$ cat src/rtl/serving_arbiter_n.sv
// serving_arbiter_n: N-master to 1-slave Wishbone-classic arbiter.
// Grant is registered and held for the whole transaction. Winner selection
// is either fixed priority (index 0 highest) or round-robin. An optional
// timeout answers a stalled transaction with a one-cycle error pulse.
module serving_arbiter_n #(
    parameter int    NUM_MASTERS = 2,
    parameter int    AW          = 32,
    parameter int    DW          = 32,
    parameter string MODE        = "FIXED",
    parameter int    TIMEOUT     = 0
) (
    input  logic                        i_clk,
    input  logic                        i_rst,
    input  logic [NUM_MASTERS*AW-1:0]   i_m_adr,
    input  logic [NUM_MASTERS*DW-1:0]   i_m_dat,
    input  logic [NUM_MASTERS*DW/8-1:0] i_m_sel,
    input  logic [NUM_MASTERS-1:0]      i_m_we,
    input  logic [NUM_MASTERS-1:0]      i_m_stb,
    output logic [DW-1:0]               o_m_rdt,
    output logic [NUM_MASTERS-1:0]      o_m_ack,
    output logic [NUM_MASTERS-1:0]      o_m_err,
    output logic [NUM_MASTERS-1:0]      o_grant,
    output logic [AW-1:0]               o_s_adr,
    output logic [DW-1:0]               o_s_dat,
    output logic [DW/8-1:0]             o_s_sel,
    output logic                        o_s_we,
    output logic                        o_s_stb,
    input  logic [DW-1:0]               i_s_rdt,
    input  logic                        i_s_ack
);

    localparam int IW = (NUM_MASTERS > 1) ? $clog2(NUM_MASTERS) : 1;
    localparam int CW = (TIMEOUT > 0) ? $clog2(TIMEOUT + 1) : 1;
    localparam int SW = DW / 8;
    localparam bit IS_RR = (MODE == "RR");
    localparam logic [CW-1:0] CNT_LAST = CW'((TIMEOUT > 0) ? TIMEOUT - 1 : 0);
    localparam logic [IW-1:0] IDX_LAST = IW'(NUM_MASTERS - 1);

    typedef enum logic {IDLE, BUSY} state_t;

    state_t                 state_q, state_d;
    logic [NUM_MASTERS-1:0] grant_q, grant_d;
    logic [IW-1:0]          gidx_q, gidx_d;
    logic [IW-1:0]          ptr_q, ptr_d;
    logic [CW-1:0]          cnt_q, cnt_d;

    logic          busy;
    logic          g_stb;
    logic          ack_hit;
    logic          tmo_hit;
    logic          any_req;
    logic          found;
    logic [IW-1:0] win;
    logic [IW-1:0] ptr_next;
    int            idx;

    // Winner search: lowest index in FIXED mode, first requester at or after ptr in RR mode.
    always_comb begin
        win   = '0;
        found = 1'b0;
        idx   = 0;
        for (int i = 0; i < NUM_MASTERS; i++) begin
            idx = IS_RR ? (int'(ptr_q) + i) % NUM_MASTERS : i;
            if (!found && i_m_stb[idx]) begin
                found = 1'b1;
                win   = IW'(idx);
            end
        end
    end

    assign any_req  = |i_m_stb;
    assign busy     = (state_q == BUSY);
    assign g_stb    = i_m_stb[gidx_q];
    assign ack_hit  = busy && i_s_ack;
    // Timeout only fires when the slave stays silent; a same-cycle ack wins.
    assign tmo_hit  = (TIMEOUT > 0) && busy && !i_s_ack && (cnt_q == CNT_LAST);
    assign ptr_next = (gidx_q == IDX_LAST) ? '0 : gidx_q + 1'b1;

    // Slave side follows the granted master only while BUSY; zeros otherwise.
    assign o_s_adr = busy ? i_m_adr[gidx_q*AW +: AW] : '0;
    assign o_s_dat = busy ? i_m_dat[gidx_q*DW +: DW] : '0;
    assign o_s_sel = busy ? i_m_sel[gidx_q*SW +: SW] : '0;
    assign o_s_we  = busy && i_m_we[gidx_q];
    assign o_s_stb = busy && g_stb && !tmo_hit;

    // Responses are suppressed during reset so a late slave ack cannot leak out.
    assign o_m_ack = (ack_hit && !i_rst) ? grant_q : '0;
    assign o_m_err = (tmo_hit && !i_rst) ? grant_q : '0;
    assign o_grant = grant_q;
    assign o_m_rdt = i_s_rdt;

    // Next-state: arbitrate in IDLE, hold the grant in BUSY until ack, timeout or abort.
    always_comb begin
        state_d = state_q;
        grant_d = grant_q;
        gidx_d  = gidx_q;
        ptr_d   = ptr_q;
        cnt_d   = cnt_q;
        case (state_q)
            IDLE: begin
                if (any_req) begin
                    state_d = BUSY;
                    gidx_d  = win;
                    grant_d = NUM_MASTERS'(1) << win;
                    cnt_d   = '0;
                end
            end
            BUSY: begin
                if (ack_hit || tmo_hit) begin
                    state_d = IDLE;
                    grant_d = '0;
                    if (IS_RR) begin
                        ptr_d = ptr_next;
                    end
                end else if (!g_stb) begin
                    state_d = IDLE;
                    grant_d = '0;
                end else if (cnt_q != '1) begin
                    cnt_d = cnt_q + 1'b1;
                end
            end
            default: begin
                state_d = IDLE;
                grant_d = '0;
            end
        endcase
    end

    // State register with synchronous reset.
    always_ff @(posedge i_clk) begin
        if (i_rst) begin
            state_q <= IDLE;
            grant_q <= '0;
            gidx_q  <= '0;
            ptr_q   <= '0;
            cnt_q   <= '0;
        end else begin
            state_q <= state_d;
            grant_q <= grant_d;
            gidx_q  <= gidx_d;
            ptr_q   <= ptr_d;
            cnt_q   <= cnt_d;
        end
    end

endmodule

$ cat config.mk
export PLATFORM = sky130hd
export DESIGN_NAME = serving_arbiter_n
export DESIGN_NICKNAME = d
export VERILOG_FILES = /design/src/rtl/serving_arbiter_n.sv
export SDC_FILE = /design/constraint.sdc
export NUM_CORES = 1
export LEC_CHECK = 0
export BUFFER_PORTS_ARGS = -buffer_cell sky130_fd_sc_hd__buf_2
export CAP_MARGIN = 15
export CORE_AREA = 3 3 108 110
export DETAILED_ROUTE_END_ITERATION = 8
export DIE_AREA = 0 0 111 113
export PLACE_DENSITY = 0.48
export SYNTH_ARGS = -nofsm -noshare
export SYNTH_HDL_FRONTEND = slang
export SYNTH_SLANG_ARGS = --single-unit
$ cat constraint.sdc
create_clock -name i_clk -period 3.4 [get_ports i_clk]
set_input_delay 0 -clock i_clk [delete_from_list [all_inputs] [get_ports i_clk]]
set_output_delay 0 -clock i_clk [all_outputs]
set_load 0.01 [all_outputs]
======== Word level (Yosys, flattened, before mapping) ========
Cells that the tools add are included.
cells by class
  $lt $le $gt $ge ......................... 1
  eq/ne operators ......................... 2
  shift-type cells ........................ 4
  muxes and demuxes ....................... 18
  bitwise logic cells ..................... 1
  reductions and logical operators ........ 10
operator list
  kind                                                                           count
  64-bit by 7-bit indexed part select with 32-bit output                         2
  32-bit 2-to-1 mux                                                              2
  1-bit 2-to-1 mux                                                               9
  2-bit 2-to-1 mux                                                               4
  8-bit by 4-bit indexed part select with 4-bit output                           1
  1-bit logical AND                                                              5
  4-bit 2-to-1 mux                                                               1
  2-bit case mux with 2 select lines                                             1
  2-bit AND reduction                                                            2
  3-bit by 2-bit != test with 1-bit output (second input constant)               1
  1-bit logical NOT                                                              2
  1-bit by 2-bit less-than comparator with 1-bit output (second input constant)  1
  2-bit != test (second input constant)                                          1
  1-bit case mux with 2 select lines                                             1
  2-bit OR reduction                                                             1
  1-bit by 1-bit left shift with 2-bit output (first input constant)             1
  1-bit inverter                                                                 1
storage, ports and cells
  register bits after elaboration ......... 4
  input bits .............................. 175
  output and inout port bits .............. 108
  logic and storage cells ................. 39

======== Longest topological paths before layout ========
  depth after elaboration ................. 7
  mapped depth ............................ 4

======== Worst setup path after synthesis ========
Ideal clock, no wire load.
  path kind ............................... flip-flop to flip-flop
  from .................................... reg gidx_q
  to ...................................... reg grant_q[1] (netlist: o_grant[1])
  setup time .............................. 0.070 ns
  data arrival time ....................... 1.019 ns
  data required time ...................... 3.330 ns
  setup slack ............................. 2.312 ns
  stages on the path, launching flop included .. 5
  clock period less this slack ............ 1.088 ns
  cells stage by stage .................... dfxtp_1 > buf_2 > mux2i_1 > or3_1 > a21oi_1
on the way
  longest elaborated chain between the ends .. 4
ends and longest elaborated chain
  what                                                       line  source
  start, declared                                            43    logic [IW-1:0] gidx_q, gidx_d;
  start signal, assigned                                     140   gidx_q <= gidx_d;
  1-bit 2-to-1 mux (implied by the code) (2 in series)       73    assign g_stb = i_m_stb[gidx_q];
  3-bit by 2-bit != test with 1-bit output (no source line)  n/a
  2-bit AND reduction (no source line)                       n/a
  end signal, assigned                                       139   grant_q <= grant_d;
  end, declared                                              42    logic [NUM_MASTERS-1:0] grant_q, grant_d;
Every way passes these cells. The select of a mux whose other input is x is not followed.
A chain may end at the register's enable or synchronous reset.

======== Worst setup path after layout ========
  from .................................... reg gidx_q
  to ...................................... out o_s_adr[16]
on the way
  longest elaborated chain between the ends .. 2
ends and longest elaborated chain
  what                                                    line  source
  64-bit by 7-bit indexed part select with 32-bit output  80    assign o_s_adr = busy ? i_m_adr[gidx_q*AW +: AW] : '0;
  32-bit 2-to-1 mux                                       80
  end, declared                                           23    output logic [AW-1:0] o_s_adr,
Every way passes these cells.

==> impl_metrics.csv <==
group,metric,value,unit
worst_setup_path,cp_max_fo,53,
worst_setup_path,critPathCaptureType,"primary output",
clock_network,htreeDepth,1,
synth,yosys-top-cells-count,"nor2_1, mux2i_1, buf_4",
worst_setup_path,crit_family,"flip-flops",
final_layout,finish.instance_area,2490,sq um
die,die-area,12500,sq um
final_layout,nets,563,
drt,wl,6270,um
timing,rsz0062_at_grt,"false",
placed_design,dp_hpwl,5300,um
synth,synth.avg_cell_area,6.98,sq um
final_layout,instances_no_fill,527,
clock_network,cts.sinks,4,
min_path,min_path_type,"in -> out",
worst_setup_path,required,3400,ps
placed_design,place_area,2440,sq um
synth,ys_types,21,
placed_design,dp_worst_setup_slack,1540,ps
timing,fmaxAchievable,482,MHz
synth,synthesis.area,1490,sq um
drt,first_pass_iters,4,
placed_design,port_buffers,216,
power,p_leak,1.38,nW
synth,synth_area_leader_cell,"mux2i_1",
clock_network,cts_root_buf,"clkbuf_8",
die,coreArea,10800,sq um
clock_network,hold_buffers,0,
synth,synthCells,213,
global_route,grt_max_degree,54,
timing,skew,6.09,ps
synth,yosysWarnings,0,
synth,synth_top_family_by_area,"multiplexers",
worst_setup_path,start_kind,"flip-flop",
clock_network,cts_buffers,3,
run_status,status,"completed",
drt,first_iter_violations,32,
worst_setup_path,crit_buf_inv,2,
worst_setup_path,cpPeakStageDelay,880,ps
synth,async_flop_share,0,%
drt,vias_per_cell,3.81,
final_layout,fin_util,23.1,%
power,ir_worst_vdd,0.0955,mV
synth,synth_seq_cells,4,
synth,synth-edff-count,0,
global_route,grt_pass1_wl,9610,um
global_route,grt_pass1_vias,1943,
job,max_cap_viol_count,0,
timing,setup_viol,0,
global_route,antenna_found_initial,0,
synth,synth_most_common_cell,"nor2_1",
worst_setup_path,arrival,2070,ps
global_route,grt_overflow,0,
worst_setup_path,crit_type,"reg -> out",
timing,timing.final.crit_share,61.0,%
clock_network,cts.repair.resized,0,
drt,routedWlPerCell,11.9,um
worst_setup_path,path_depth,4,
min_path,min_path_cells,0,
worst_setup_path,slowest_stage,"dfxtp_4",
die,dieWidth,111,um
global_route,grt_use_total,8.96,%
synth,synthFlopType,"dfxtp_1",
timing,slew_violations,0,
final_layout,antennaDiodeCount,0,
synth,synth-compound-area-share,3.70,%
drt,drtAntennaViolNets,0,
drt,vias,2006,
synth,synthXorXnorAreaFrac,0,%
synth,synth_mux_area_share,47.1,%
synth,synth_fa_ha_area_share,0,%
drt,drc,0,
placed_design,gp_congestion,0.761,
worst_setup_path,reg2reg_depth,3,
final_layout,drive_gt1_share,57.9,%
timing,period_minus_slack,2070,ps
synth,synth_top_area_share,47.1,%
final_layout,area_growth,67.4,%
synth,synth_area_leaders,"mux2i_1, nor2_1, buf_4, dfxtp_1, buf_2",
clock_network,clk_pin_slew,40,ps
clock_network,clock_path_buffers,2,
clock_network,cts_tree,"yes",
timing,tns,0,ps
die,die_h,113,um
timing,hold_viol_final,0,
timing,max_slew_margin,41.0,%
power,power.density,197,nW/um^2
clock_network,cts_setup_buffers,0,
die,rows,38,
timing,layout_setup_ws,1330,ps
timing,tightest_slew,884,ps
synth,seq_area_frac_synth,5.39,%
synth,synthSimpleGateAreaFrac,21.1,%
clock_network,clk_latency,220,ps
die,ioPinCount,283,
die,initial_core_util,13.8,%
placed_design,dp_cells,523,
worst_setup_path,crit_chain,"buf_4 -> mux2i_1 -> nor2_1 -> buf_2",
-- per-layer routing --
metal	global-route usage [%]	share of wire (%)	vias up	wire, um
met5	0	0	-	0
met2	15.8	49	128	3070
met3	2.73	11	4	692
li1	-	-	1026	-
met4	2.13	0.89	0	56
met1	10.7	39	848	2450
-- per-stage QoR --
step	hold WS, ps	total power [mW]
after floorplan	69.1	0.269
after global placement	0.0686	0.384
after detailed placement	0.0686	0.388
after CTS	0.0686	0.501
after global routing	0.0145	0.538
final	0.00330	0.490
-- final timing paths --
path                            slack [ps]        start     endpoint
worst min-delay path                 0.003  i_s_rdt[24]  o_m_rdt[24]
worst min register to register         580   o_grant[1]   o_grant[1]
worst max-delay path                  1330       gidx_q  o_s_adr[16]
worst max register to register        1640       gidx_q   o_grant[1]
-- kinds of logic after synthesis --
family	Yosys count
muxes	70
buffers and inverters	52
and+or+nand+nor	78
other	1
AOI/OAI and AO/OA	8
DFF	4
-- final cells by class --
type | instances | area [sq um]
fillers | 1205 | 8300
repair buffers | 218 | 1100
multi-input cells | 158 | 1080
well taps | 140 | 175
flip-flops and latches | 4 | 83.8
clock buffers | 4 | 45.0
inverters | 3 | 11.3
-- power by group --
| group | internal, mW | leakage, nW | switching, mW |
|---|---|---|---|
| clock | 0.0802 | 0.0228 | 0.0263 |
| sequential | 0.0507 | 0.0338 | 0.0235 |
| combinational | 0.163 | 1.32 | 0.146 |
| total | 0.294 | 1.38 | 0.195 |
-- placed cells by master (no fill, tap or decap), drive strengths merged, types with 2 or more instances in the layout --
master and n:
nor2 72, conb 2, mux2i 70, inv 3, clkbuf 4, a21oi 3, dfxtp 4, buf 218
and4b 2
-- registers in the layout, summed over array words and instances (netlist names) --
name	cells
busy	1
gidx_q	1
o_grant	2
Note: power is estimated with default switching activity, not from simulation.
